===== src/rtl/mult_pkg.sv =====
// Shared constants for the Booth multiplier.
// BOOTH_MULT_RADIX4_EN selects radix-4 modified-Booth steps (16 iterations)
// instead of radix-2 steps (32 iterations).
package mult_pkg;

  localparam int unsigned OP_W    = 32;
  localparam int unsigned ITER_R2 = 32;
  localparam int unsigned ITER_R4 = 16;

`ifdef BOOTH_MULT_RADIX4_EN
  localparam int unsigned ITER = ITER_R4;
`else
  localparam int unsigned ITER = ITER_R2;
`endif

  typedef logic [1:0] state_t;

  localparam state_t IDLE = 2'd0;
  localparam state_t RUN  = 2'd1;
  localparam state_t DONE = 2'd2;

endpackage


===== src/rtl/booth_step.sv =====
// One combinational Booth iteration: add/subtract the multiplicand per the
// recoded digit, then arithmetic right shift of {acc, q, q_m1}.
// BOOTH_MULT_RADIX4_EN selects a radix-4 step (2-bit shift) over radix-2.
module booth_step
  import mult_pkg::*;
(
  input  logic [OP_W-1:0] acc_i,
  input  logic [OP_W-1:0] q_i,
  input  logic            q_m1_i,
  input  logic [OP_W-1:0] m_i,
  output logic [OP_W-1:0] acc_o,
  output logic [OP_W-1:0] q_o,
  output logic            q_m1_o
);

`ifdef BOOTH_MULT_RADIX4_EN
  // Two guard bits so that +/-2M of the most negative operand stays exact.
  logic [OP_W+1:0] m_ext;
  logic [OP_W+1:0] m2_ext;
  logic [OP_W+1:0] sum;

  // Radix-4 digit select from (Q1, Q0, Q-1), then 2-bit arithmetic shift.
  always_comb begin
    m_ext  = {{2{m_i[OP_W-1]}}, m_i};
    m2_ext = m_ext << 1;
    sum    = {{2{acc_i[OP_W-1]}}, acc_i};
    case ({q_i[1:0], q_m1_i})
      3'b001, 3'b010: sum = sum + m_ext;
      3'b011:         sum = sum + m2_ext;
      3'b100:         sum = sum - m2_ext;
      3'b101, 3'b110: sum = sum - m_ext;
      default:        ;
    endcase
    acc_o  = sum[OP_W+1:2];
    q_o    = {sum[1:0], q_i[OP_W-1:2]};
    q_m1_o = q_i[1];
  end
`else
  // One guard bit so that negating 0x80000000 does not overflow.
  logic [OP_W:0] m_ext;
  logic [OP_W:0] sum;

  // Radix-2 pair select from (Q0, Q-1), then 1-bit arithmetic shift.
  always_comb begin
    m_ext = {m_i[OP_W-1], m_i};
    sum   = {acc_i[OP_W-1], acc_i};
    case ({q_i[0], q_m1_i})
      2'b01:   sum = sum + m_ext;
      2'b10:   sum = sum - m_ext;
      default: ;
    endcase
    acc_o  = sum[OP_W:1];
    q_o    = {sum[0], q_i[OP_W-1:1]};
    q_m1_o = q_i[0];
  end
`endif

endmodule


===== src/rtl/booth_mult.sv =====
// Sequential signed 32x32 Booth multiplier with IDLE/RUN/DONE control.
// BOOTH_MULT_RADIX4_EN switches the datapath to radix-4 (16 steps).
module booth_mult
  import mult_pkg::*;
(
  input  logic            clock,
  input  logic            reset,
  input  logic            start,
  input  logic [OP_W-1:0] a,
  input  logic [OP_W-1:0] b,
  output logic [OP_W-1:0] hi,
  output logic [OP_W-1:0] lo,
  output logic            done,
  output logic            busy
);

  localparam int unsigned CNT_W = $clog2(ITER);

  state_t            state_q, state_d;
  logic [OP_W-1:0]   acc_q, acc_d;
  logic [OP_W-1:0]   q_q, q_d;
  logic              q_m1_q, q_m1_d;
  logic [OP_W-1:0]   m_q, m_d;
  logic [CNT_W-1:0]  cnt_q, cnt_d;
  logic [OP_W-1:0]   hi_q, hi_d;
  logic [OP_W-1:0]   lo_q, lo_d;

  logic [OP_W-1:0]   step_acc;
  logic [OP_W-1:0]   step_q;
  logic              step_q_m1;

  booth_step u_step (
    .acc_i  (acc_q),
    .q_i    (q_q),
    .q_m1_i (q_m1_q),
    .m_i    (m_q),
    .acc_o  (step_acc),
    .q_o    (step_q),
    .q_m1_o (step_q_m1)
  );

  // Control FSM and datapath next-state; hi/lo only change on the last step.
  always_comb begin
    state_d = state_q;
    acc_d   = acc_q;
    q_d     = q_q;
    q_m1_d  = q_m1_q;
    m_d     = m_q;
    cnt_d   = cnt_q;
    hi_d    = hi_q;
    lo_d    = lo_q;
    case (state_q)
      IDLE, DONE: begin
        if (start) begin
          m_d     = a;
          q_d     = b;
          acc_d   = '0;
          q_m1_d  = 1'b0;
          cnt_d   = '0;
          state_d = RUN;
        end else begin
          state_d = IDLE;
        end
      end
      RUN: begin
        acc_d  = step_acc;
        q_d    = step_q;
        q_m1_d = step_q_m1;
        cnt_d  = cnt_q + CNT_W'(1);
        if (cnt_q == CNT_W'(ITER - 1)) begin
          hi_d    = step_acc;
          lo_d    = step_q;
          cnt_d   = '0;
          state_d = DONE;
        end
      end
      default: state_d = IDLE;
    endcase
  end

  // State registers with synchronous reset that discards any operation.
  always_ff @(posedge clock) begin
    if (reset) begin
      state_q <= IDLE;
      acc_q   <= '0;
      q_q     <= '0;
      q_m1_q  <= 1'b0;
      m_q     <= '0;
      cnt_q   <= '0;
      hi_q    <= '0;
      lo_q    <= '0;
    end else begin
      state_q <= state_d;
      acc_q   <= acc_d;
      q_q     <= q_d;
      q_m1_q  <= q_m1_d;
      m_q     <= m_d;
      cnt_q   <= cnt_d;
      hi_q    <= hi_d;
      lo_q    <= lo_d;
    end
  end

  assign hi   = hi_q;
  assign lo   = lo_q;
  assign done = (state_q == DONE);
  assign busy = (state_q == RUN);

endmodule

===== config.mk =====
export PLATFORM = sky130hd
export DESIGN_NAME = booth_mult
export DESIGN_NICKNAME = d
export VERILOG_FILES = /design/src/rtl/mult_pkg.sv /design/src/rtl/booth_step.sv /design/src/rtl/booth_mult.sv
export SDC_FILE = /design/constraint.sdc
export NUM_CORES = 1
export LEC_CHECK = 0
export ABC_CLOCK_PERIOD_IN_PS = 7000
export CORE_ASPECT_RATIO = 1.25
export CORE_MARGIN = 1.5
export CORE_UTILIZATION = 54
export DETAILED_ROUTE_END_ITERATION = 10
export GPL_ROUTABILITY_DRIVEN = 0
export PLACE_DENSITY = 0.78
export RECOVER_POWER = 100
export SLEW_MARGIN = 20
export SYNTH_ARGS = -nofsm -noshare
export SYNTH_HDL_FRONTEND = slang
export SYNTH_SLANG_ARGS = --single-unit
export TNS_END_PERCENT = 1

===== constraint.sdc =====
create_clock -name clock -period 7 [get_ports clock]
set_input_delay 1.4 -clock clock [delete_from_list [all_inputs] [get_ports clock]]
set_output_delay 1.4 -clock clock [all_outputs]
set_load 0.05 [all_outputs]

Word level (Yosys, flattened, before mapping)
Index checks and enable logic that the tools add are counted.
{ "op_classes": {"add_sub_neg": 3, "n_eq_ne": 7, "n_mux": 13, "n_reduce_logical": 6} }
{ "op_table": {"columns": ["operator", "count"], "rows": [
  ["32-bit case mux with 2 select lines", 2],
  ["33-bit case mux with 2 select lines", 1],
  ["32-bit 2-to-1 mux", 2],
  ["32-bit by 32-bit adder with 33-bit output", 1],
  ["32-bit by 32-bit subtractor with 33-bit output", 1],
  ["5-bit 2-to-1 mux", 2],
  ["5-bit case mux with 2 select lines", 1],
  ["2-bit AND reduction", 3],
  ["5-bit by 1-bit adder with 5-bit output (second input constant)", 1],
  ["5-bit == test (second input constant)", 1],
  ["2-bit by 1-bit == test with 1-bit output (second input constant)", 2],
  ["2-bit == test (second input constant)", 2],
  ["2-bit case mux with 2 select lines", 1],
  ["2-bit logical NOT", 1],
  ["1-bit 2-to-1 mux", 2],
  ["2-bit 2-to-1 mux", 1],
  ["2-bit by 1-bit inequality test with 1-bit output (second input constant)", 1],
  ["2-bit inequality test (second input constant)", 1],
  ["1-bit case mux with 2 select lines", 1],
  ["2-bit nonzero test", 1],
  ["2-bit OR reduction", 1]
]} }
{ "totals": {"regBits": 168, "input_bits": 67, "out_inout_bits": 66, "word_cells": 37} }

Logic depth before layout (Yosys ltp)
{ "depth": {"ltp_word": 4, "ltp_mapped": 18, "ltp_nobuf": 18} }

Hierarchy
A second synthesis with hierarchy kept.
{ "unflattened": {"cells_unflattened": 1248, "hier_area_um2": 9221.3} }
{ "modules_own_cells": {"columns": ["module", "instances", "cells_per_inst", "area_each_um2", "seq_area_each_um2"], "rows": [
  ["booth_mult", 1, 781, 6180.9, 3363.2],
  ["booth_step", 1, 467, 3040.4, 0.0]
]} }

Worst setup path before layout
Ideal clock, no wire load.
{ "synth_timing": {"path_kind": "register to register", "startpoint": "register m_q[2]", "endpoint": "register hi_q[31], in the netlist hi[31]", "setup_time_ns": 0.063, "arrival_ns": 4.233, "required_ns": 6.937, "slack_ns": 2.704, "stages_incl_launch_ff": 19, "n_path_buf": 0, "synth_period_minus_slack_ns": 4.296, "path_cell_list": "dfxtp_1 -> or4_4 -> nor4_4 -> and2_2 -> nor3b_1 -> nor2b_1 -> and2_1 -> nor2_1 -> xnor2_1 -> ha_1 -> a21oi_1 -> o21bai_1 -> a21o_1 -> a22o_1 -> a311oi_1 -> nor3_1 -> a41o_1 -> or4_1 -> nand3_1"} }
{ "synth_via": {"elab_chain_len": 2, "word_cells_on_any_way": 3, "classes_between": "add/sub (2); mux (1)"} }
{ "synth_rtl": {"columns": ["element", "line", "rtl"], "rows": [
  ["start: declaration", "booth_mult.sv:23", "logic [OP_W-1:0] m_q, m_d;"],
  ["start signal: assignment", "booth_mult.sv:97", "m_q <= m_d;"],
  ["32-bit by 32-bit subtractor with 33-bit output or 32-bit by 32-bit adder with 33-bit output (tied branches)", "booth_step.sv:49, booth_step.sv:48", null],
  ["33-bit case mux with 2 select lines (*)", "booth_step.sv:47", "case ({q_i[0], q_m1_i})"],
  ["end signal: assignment", "booth_mult.sv:99", "hi_q <= hi_d;"],
  ["end: declaration", "booth_mult.sv:25", "logic [OP_W-1:0] hi_q, hi_d;"]
]} }
Every way passes the cells marked *; elsewhere a longest branch is shown, timed or not.
A chain may end at the register's enable or synchronous reset.

Final worst setup path
{ "layout_timing": {"startpoint": "input reset", "endpoint": "register hi_q[5], in the netlist hi[5]"} }
{ "layout_rtl": {"columns": ["element", "line", "rtl"], "rows": [
  ["start: declaration", "booth_mult.sv:7", "input logic reset,"]
]} }
No word-level cell between the ends.

==> flow_results.xml <==
<?xml version="1.0" encoding="UTF-8"?>
<metrics>
  <group name="detailed_routing">
    <metric name="top_signal_layer_used" unit="">met4</metric>
    <metric name="route.detailed.vias_per_inst" unit="">5.752</metric>
    <metric name="wl_met2" unit="um">10340</metric>
    <metric name="finalWirelength" unit="um">22280</metric>
    <metric name="route.met3.wl" unit="um">1369</metric>
    <metric name="avgRoutedWirePerCell" unit="um">14.92</metric>
    <metric name="antenna_left" unit="">0</metric>
    <metric name="drt_drc_violations_left" unit="">0</metric>
    <metric name="drtPass1Iterations" unit="">7</metric>
    <metric name="total_number_of_vias" unit="">8588</metric>
    <metric name="wl_met1" unit="um">10360</metric>
    <metric name="drtIter0Drc" unit="">800</metric>
  </group>
  <group name="power_and_ir_drop">
    <metric name="power-per-cell-area" unit="nW/um^2">240.7</metric>
    <metric name="power.switching" unit="uW">786.8</metric>
    <metric name="power.static_leakage" unit="uW">0.004335</metric>
    <metric name="power.switching_fraction" unit="%">29.88</metric>
    <metric name="p_comb_share" unit="%">21.9</metric>
    <metric name="power_frac_seq" unit="%">39.3</metric>
    <metric name="peakVddDrop" unit="uV">152.6</metric>
    <metric name="p_int" unit="uW">1846</metric>
    <metric name="p_clk_share" unit="%">38.8</metric>
  </group>
  <group name="cts">
    <metric name="cts.root.buffer_cell" unit="">sky130_fd_sc_hd__clkbuf_16</metric>
    <metric name="ctsHtreeMaxLevel" unit="">4</metric>
    <metric name="cts_post_setup_buffers_inserted" unit="">0</metric>
    <metric name="ctsHoldBuffers" unit="">0</metric>
    <metric name="numCtsBuffers" unit="">17</metric>
    <metric name="cts_buffer_depth" unit="">2</metric>
    <metric name="clock_latency" unit="ns">0.42</metric>
    <metric name="numClockSinks" unit="">168</metric>
    <metric name="cts.reportedPaths.clkPinSlew" unit="ns">0.06</metric>
    <metric name="cts_tree" unit="">built</metric>
    <metric name="cts-resized-gates" unit="">0</metric>
  </group>
  <group name="synth">
    <metric name="count_of_flip_flops_with_a_built_in_enable_after_synthesis" unit="">0</metric>
    <metric name="synth.yosys.warnings" unit="">0</metric>
    <metric name="ys_ff_latch" unit="">168</metric>
    <metric name="syn_area_per_cell" unit="sq um">7.560</metric>
    <metric name="synth_cells" unit="">1182</metric>
    <metric name="most_used_flip_flop_cell_after_synthesis" unit="">sky130_fd_sc_hd__dfxtp_1</metric>
    <metric name="seq_area_frac_synth" unit="%">37.64</metric>
    <metric name="ys_async_sr_fraction" unit="%">0</metric>
    <metric name="synthesis.area" unit="sq um">8936</metric>
    <metric name="syn-num-nets" unit="">1286</metric>
    <metric name="post-synth-top-area-cell" unit="">sky130_fd_sc_hd__dfxtp_1</metric>
    <metric name="yosys-top-cells-area" unit="">sky130_fd_sc_hd__dfxtp_1, sky130_fd_sc_hd__nand2_1, sky130_fd_sc_hd__a21oi_1</metric>
    <metric name="distinct_cells_synth" unit="">63</metric>
    <metric name="share_of_the_synthesized_area_in_the_top_cell_type" unit="%">37.64</metric>
  </group>
  <group name="sta">
    <metric name="worst_slack" unit="ns">1.644</metric>
    <metric name="min_period_over_period" unit="%">76.51</metric>
    <metric name="slew_headroom" unit="%">-135.6</metric>
    <metric name="timing_worst_slew_pin_value" unit="ns">3.533</metric>
    <metric name="totalNegativeSetupSlack" unit="ns">0</metric>
    <metric name="fin_skew" unit="ns">0.01026</metric>
    <metric name="fmax" unit="GHz">0.1867</metric>
    <metric name="final_hold_viol_count" unit="">0</metric>
    <metric name="grt_setup_unrepaired" unit="">no</metric>
    <metric name="final_max_slew_viol_count" unit="">164</metric>
    <metric name="final-setup-viol-count" unit="">0</metric>
    <metric name="period_minus_slack" unit="ns">5.356</metric>
  </group>
  <group name="setup_path">
    <metric name="setup.worst_path.end_class" unit="">register</metric>
    <metric name="timing.critical_path.required" unit="ns">7.23</metric>
    <metric name="timing.critical_path.cells" unit="">clkbuf_1, clkbuf_2, nor3_1</metric>
    <metric name="worst_ep_arrival_time" unit="ns">5.58</metric>
    <metric name="critPathKind" unit="">in2reg</metric>
    <metric name="cpPeakStageDelay" unit="ns">2.44</metric>
    <metric name="crit_path_max_fanout" unit="">83</metric>
    <metric name="worst_setup_path_start_kind" unit="">input pin</metric>
    <metric name="crit_slowest_cell" unit="">sky130_fd_sc_hd__clkbuf_1</metric>
  </group>
  <group name="global_routing">
    <metric name="grt_antenna_before_repair" unit="">0</metric>
    <metric name="global_route.overflow_total" unit="">0</metric>
    <metric name="global_route_wire_length_before_repair" unit="um">37370</metric>
    <metric name="globalRouteTotalUtil" unit="%">25.71</metric>
    <metric name="grt_pass1_vias" unit="">7779</metric>
    <metric name="pin_count_of_the_biggest_net_entering_global_routing" unit="">84</metric>
  </group>
  <group name="layout">
    <metric name="layout.core_utilization" unit="%">67.52</metric>
    <metric name="post_route_cells_drive_above_1_share" unit="%">4.464</metric>
    <metric name="area_growth" unit="%">22.40</metric>
    <metric name="antenna-diode-count" unit="">0</metric>
    <metric name="design.final.nets" unit="">1368</metric>
    <metric name="layout.filler_cells" unit="">1388</metric>
    <metric name="flip_flop_and_latch_area" unit="sq um">3363</metric>
    <metric name="multiInputGateArea" unit="sq um">5181</metric>
  </group>
  <group name="floorplanning">
    <metric name="io_pins" unit="">133</metric>
    <metric name="floorplan.die.width" unit="um">118.1</metric>
    <metric name="coreArea" unit="sq um">16200</metric>
    <metric name="fp-row-count" unit="">52</metric>
    <metric name="dieHeight" unit="um">146.8</metric>
    <metric name="initial_core_utilization" unit="%">55.16</metric>
    <metric name="die-area" unit="sq um">17330</metric>
  </group>
  <group name="min_path">
    <metric name="tightest_hold_check_type" unit="">reg2reg</metric>
  </group>
  <group name="run_status">
    <metric name="run_status" unit="">finished, violations left</metric>
    <metric name="failed_checks" unit="">capacitance limit, slew limit</metric>
  </group>
  <group name="run">
    <metric name="drv_cap" unit="">2</metric>
  </group>
  <group name="placement">
    <metric name="pre_cts_slack" unit="ns">2.199</metric>
    <metric name="dpl_hpwl" unit="um">15080</metric>
    <metric name="portBuffers" unit="">132</metric>
  </group>
</metrics>
registers in the layout, indices dropped and copies added (netlist names):
name / cells
cnt_q: 5
q_q: 32
m_q: 32
state_q: 2
hi: 32
q_m1_q: 1
acc_q: 32
lo: 32
cell usage after synthesis, types with 4 or more instances:
cell type / n
sky130_fd_sc_hd__nand2_1: 238
sky130_fd_sc_hd__dfxtp_1: 168
sky130_fd_sc_hd__a21oi_1: 147
sky130_fd_sc_hd__nor2_1: 129
sky130_fd_sc_hd__clkbuf_1: 65
sky130_fd_sc_hd__o21ai_0: 49
sky130_fd_sc_hd__xnor2_1: 42
sky130_fd_sc_hd__ha_1: 36
sky130_fd_sc_hd__a311oi_1: 34
sky130_fd_sc_hd__nor3_1: 31
sky130_fd_sc_hd__inv_1: 23
sky130_fd_sc_hd__a211oi_1: 18
sky130_fd_sc_hd__nand3_1: 16
sky130_fd_sc_hd__a22oi_1: 15
sky130_fd_sc_hd__a31oi_1: 15
sky130_fd_sc_hd__buf_1: 13
sky130_fd_sc_hd__nand2b_1: 11
sky130_fd_sc_hd__a21o_1: 10
sky130_fd_sc_hd__nor2b_1: 10
sky130_fd_sc_hd__xor2_1: 10
sky130_fd_sc_hd__mux2i_1: 8
sky130_fd_sc_hd__and2_1: 6
sky130_fd_sc_hd__and3_1: 6
sky130_fd_sc_hd__o21a_1: 6
sky130_fd_sc_hd__o21bai_1: 6
sky130_fd_sc_hd__nor4_1: 5
sky130_fd_sc_hd__o211ai_1: 5
sky130_fd_sc_hd__o31ai_1: 5
sky130_fd_sc_hd__nand4_1: 4
critical path, delay by kind of cell:
kind                   cells  cell delay [ns]
AND/OR/NAND/NOR            1             0.18
buffers and inverters      2             3.97
power by group through the flow:
| stage | Combinational, uW | Clock [uW] | Sequential (uW) |
|---|---|---|---|
| finish | 578 | 1020 | 1030 |
| CTS | 573 | 1030 | 1030 |
| global placement | 557 | 0 | 1050 |
| detailed placement | 568 | 0 | 1060 |
| floorplan | 435 | 0 | 1040 |
| global route | 640 | 1080 | 1040 |
layer usage:
layer,vias to the layer above,global-route usage [%]
met4,0,6.707
li1,4309,-
met5,-,0
met1,3949,35.28
met2,313,42.12
met3,17,4.193
cell type report:
type                       instances  share of cell area [%]
clock buffer                      18                   4.015
clock inverter                    14                   1.887
inverter                          24                  0.8236
multi-input combinational        911                   47.37
sequential                       168                   30.75
tap                              216                   2.471
timing repair buffer             142                   12.69
stage by stage:
stage	cell area [sq um]	hold slack [ns]	total power (uW)	std cells
2_1_floorplan	8936	0.4456	1480	1182
3_3_place_gp	10320	0.4405	1611	1461
3_5_place_dp	10320	0.4457	1623	1461
4_1_cts	10960	0.4548	2642	1493
5_1_grt	10940	0.4741	2760	1493
6_report	10940	0.4491	2633	1493
cells by family after synthesis:
family | after synthesis | share of synthesized area (%)
adders and majority gates | 37 | 5.265
DFF | 168 | 37.64
and+or+nand+nor | 477 | 23.16
AOI/OAI and AO/OA | 334 | 23.23
xor gates and xnor gates | 52 | 5.097
buffers and inverters | 103 | 4.340
muxes | 11 | 1.274
worst paths after layout:
kind	startpoint	to	slack [ns]	depth (start not counted)
worst max-delay path	reset	hi[5]$_SDFFE_PP0P_	1.64	3
worst min-delay path	lo[0]$_SDFFE_PP0P_	lo[0]$_SDFFE_PP0P_	0.45	2
worst max register to register	m_q[2]$_SDFFE_PP0P_	hi[31]$_SDFFE_PP0P_	1.77	18
worst min register to register	lo[0]$_SDFFE_PP0P_	lo[0]$_SDFFE_PP0P_	0.45	2
layout by cell type, fill, tap and decap left out, types with 17 or more instances in the layout:
| cell type | count |
|---|---|
| sky130_fd_sc_hd__clkdlybuf4s50_1 | 65 |
| sky130_fd_sc_hd__nor3_1 | 31 |
| sky130_fd_sc_hd__nand2_1 | 237 |
| sky130_fd_sc_hd__nor2_1 | 129 |
| sky130_fd_sc_hd__a211oi_1 | 18 |
| sky130_fd_sc_hd__inv_1 | 23 |
| sky130_fd_sc_hd__dlygate4sd3_1 | 66 |
| sky130_fd_sc_hd__o21ai_0 | 50 |
| sky130_fd_sc_hd__a21oi_1 | 147 |
| sky130_fd_sc_hd__a311oi_1 | 34 |
| sky130_fd_sc_hd__dfxtp_1 | 168 |
| sky130_fd_sc_hd__clkbuf_16 | 17 |
| sky130_fd_sc_hd__ha_1 | 36 |
| sky130_fd_sc_hd__xnor2_1 | 42 |
(Power assumes the default switching activity.)
==> RTL change (same flow settings) <==
Make the reset (`reset`) asynchronous in one clocked block. Comments in the files are not updated.
--- a/src/rtl/booth_mult.sv
+++ b/src/rtl/booth_mult.sv
@@ -81,3 +81,3 @@
   // State registers with synchronous reset that discards any operation.
-  always_ff @(posedge clock) begin
+  always_ff @(posedge clock or posedge reset) begin
     if (reset) begin
Function: differs if reset is asserted again (counterexample within 4 cycles, from zero or initial values and one cycle with reset high); with reset held inactive, the same outputs for 10 cycles.
==> RTL change against the unedited design <==
The flow still finishes with violations (capacitance limit, slew limit); worst setup slack improved by 200 ps; synthesized area increased by 4.6%; final cell count decreased by 8.0%; global-route usage increased by 0.61 points; register-to-register slack improved by 70 ps; final area increased by 3.3%; wire length increased by 0.55%; first-iteration DRC count decreased by 45%; sequential cell count unchanged.
Power is not shown: default switching activity piles up to over one toggle a cycle in this logic, so the estimate is an artifact.
==> RTL change: results <==
set metrics [dict create \
    critPathTopFamily "simple AND/OR/NAND/NOR gates" \
    drt-met1-wl_mm 9.63 \
    worst_slew_pin_slew_ps 2880 \
    path_max_fanout 5 \
    antenna_found_initial 1 \
    synth_area_leaders "dfrtp_1 45%, nand2_1 9.0%, xnor2_1 4.9%" \
    drt-initial-drc-count 438 \
    drive_above_1_share 0.0781 \
    maxCapViolCount 5 \
    syn_nets 1146 \
    ys.flop_type "dfrtp_1" \
    violations "capacitance limit, slew limit" \
    wl_met2_mm 10.7 \
    yosysSeqAreaShare 0.450 \
    grt_usage 0.263 \
    skew_ps 11.2 \
    grt_pass1_vias 7884 \
    dr_wl_met3_mm 1.33 \
    insertion_delay_ps 440 \
    hpwl_mm 15.6 \
    critPathMaxStageDelay_ps 650 \
    crit_path_top_delay_cell "nor4b_1" \
    drv_slew 269 \
    ys_async_sr_fraction 1.00 \
    dr_total_vias 7775 \
    drt_first_pass_iters 5 \
    status "complete, but fails checks" \
    n_fill_cell 1364 \
]
==> RTL change: final timing paths <==
| path | from | to | slack (ps) | cells after the start |
|---|---|---|---|---|
| worst max-delay path | m_q[2]$_DFFE_PP0P_ | hi[30]$_DFFE_PP0P_ | 1840 | 18 |
| worst min-delay path | hi[14]$_DFFE_PP0P_ | hi[14]$_DFFE_PP0P_ | 470 | 2 |
| worst max register to register | m_q[2]$_DFFE_PP0P_ | hi[30]$_DFFE_PP0P_ | 1840 | 18 |
| worst min register to register | hi[14]$_DFFE_PP0P_ | hi[14]$_DFFE_PP0P_ | 470 | 2 |
| max in group asynchronous | reset | acc_q[27]$_DFFE_PP0P_ | 2730 | 3 |
| min in group asynchronous | reset | lo[23]$_DFFE_PP0P_ | 1940 | 2 |
==> RTL change: layout make-up <==
| cell class | instances | share of cell area |
|---|---|---|
| multi-input cells | 794 | 0.422 |
| flip-flops and latches | 168 | 0.372 |
| repair buffers | 140 | 0.121 |
| clock buffers | 18 | 0.0389 |
| well taps | 220 | 0.0244 |
| clock inverters | 14 | 0.0156 |
| inverters | 19 | 0.00642 |
| diodes | 1 | 0.000222 |
==> RTL change: worst register-to-register path: stages, from the launching register on <==
cell	delay [ps]
dfrtp_1	430
nor2_1	220
nor4b_1	650
nand2_1	240
or3_1	420
nor2_1	230
and3_1	370
a21oi_2	100
xnor2_1	180
ha_1	370
and2_0	220
o21ai_0	130
or4_1	420
a311oi_1	330
nor2_1	100
a31oi_1	190
xor2_1	100
mux2i_1	180
o21ai_1	80
==> RTL change: cells by family after synthesis <==
family                     count (synthesis)  synth area share
and+or+nand+nor                          408             0.194
AOI/OAI and AO/OA                        245             0.163
DFF                                      168             0.450
buffers and inverters                     80            0.0345
xor gates and xnor gates                  56            0.0525
muxes                                     48            0.0562
adders and majority gates                 37            0.0503
==> RTL change: routing by layer <==
metal	vias to the layer above	GRT usage
met1	3704	0.324
met5	-	0
met3	54	0.0663
met4	0	0.124
li1	3807	-
met2	210	0.435
==> RTL change: metrics by stage <==
stage                util  std cells  worst slack (ps)  instance area [um^2]
floorplan               -       1042              1050                  9350
global placement    0.638       1341              2620                 10800
detailed placement  0.638       1341              2530                 10800
CTS                 0.674       1373              2450                 11400
global route        0.668       1374              1400                 11300
finish              0.668       1374              1840                 11300
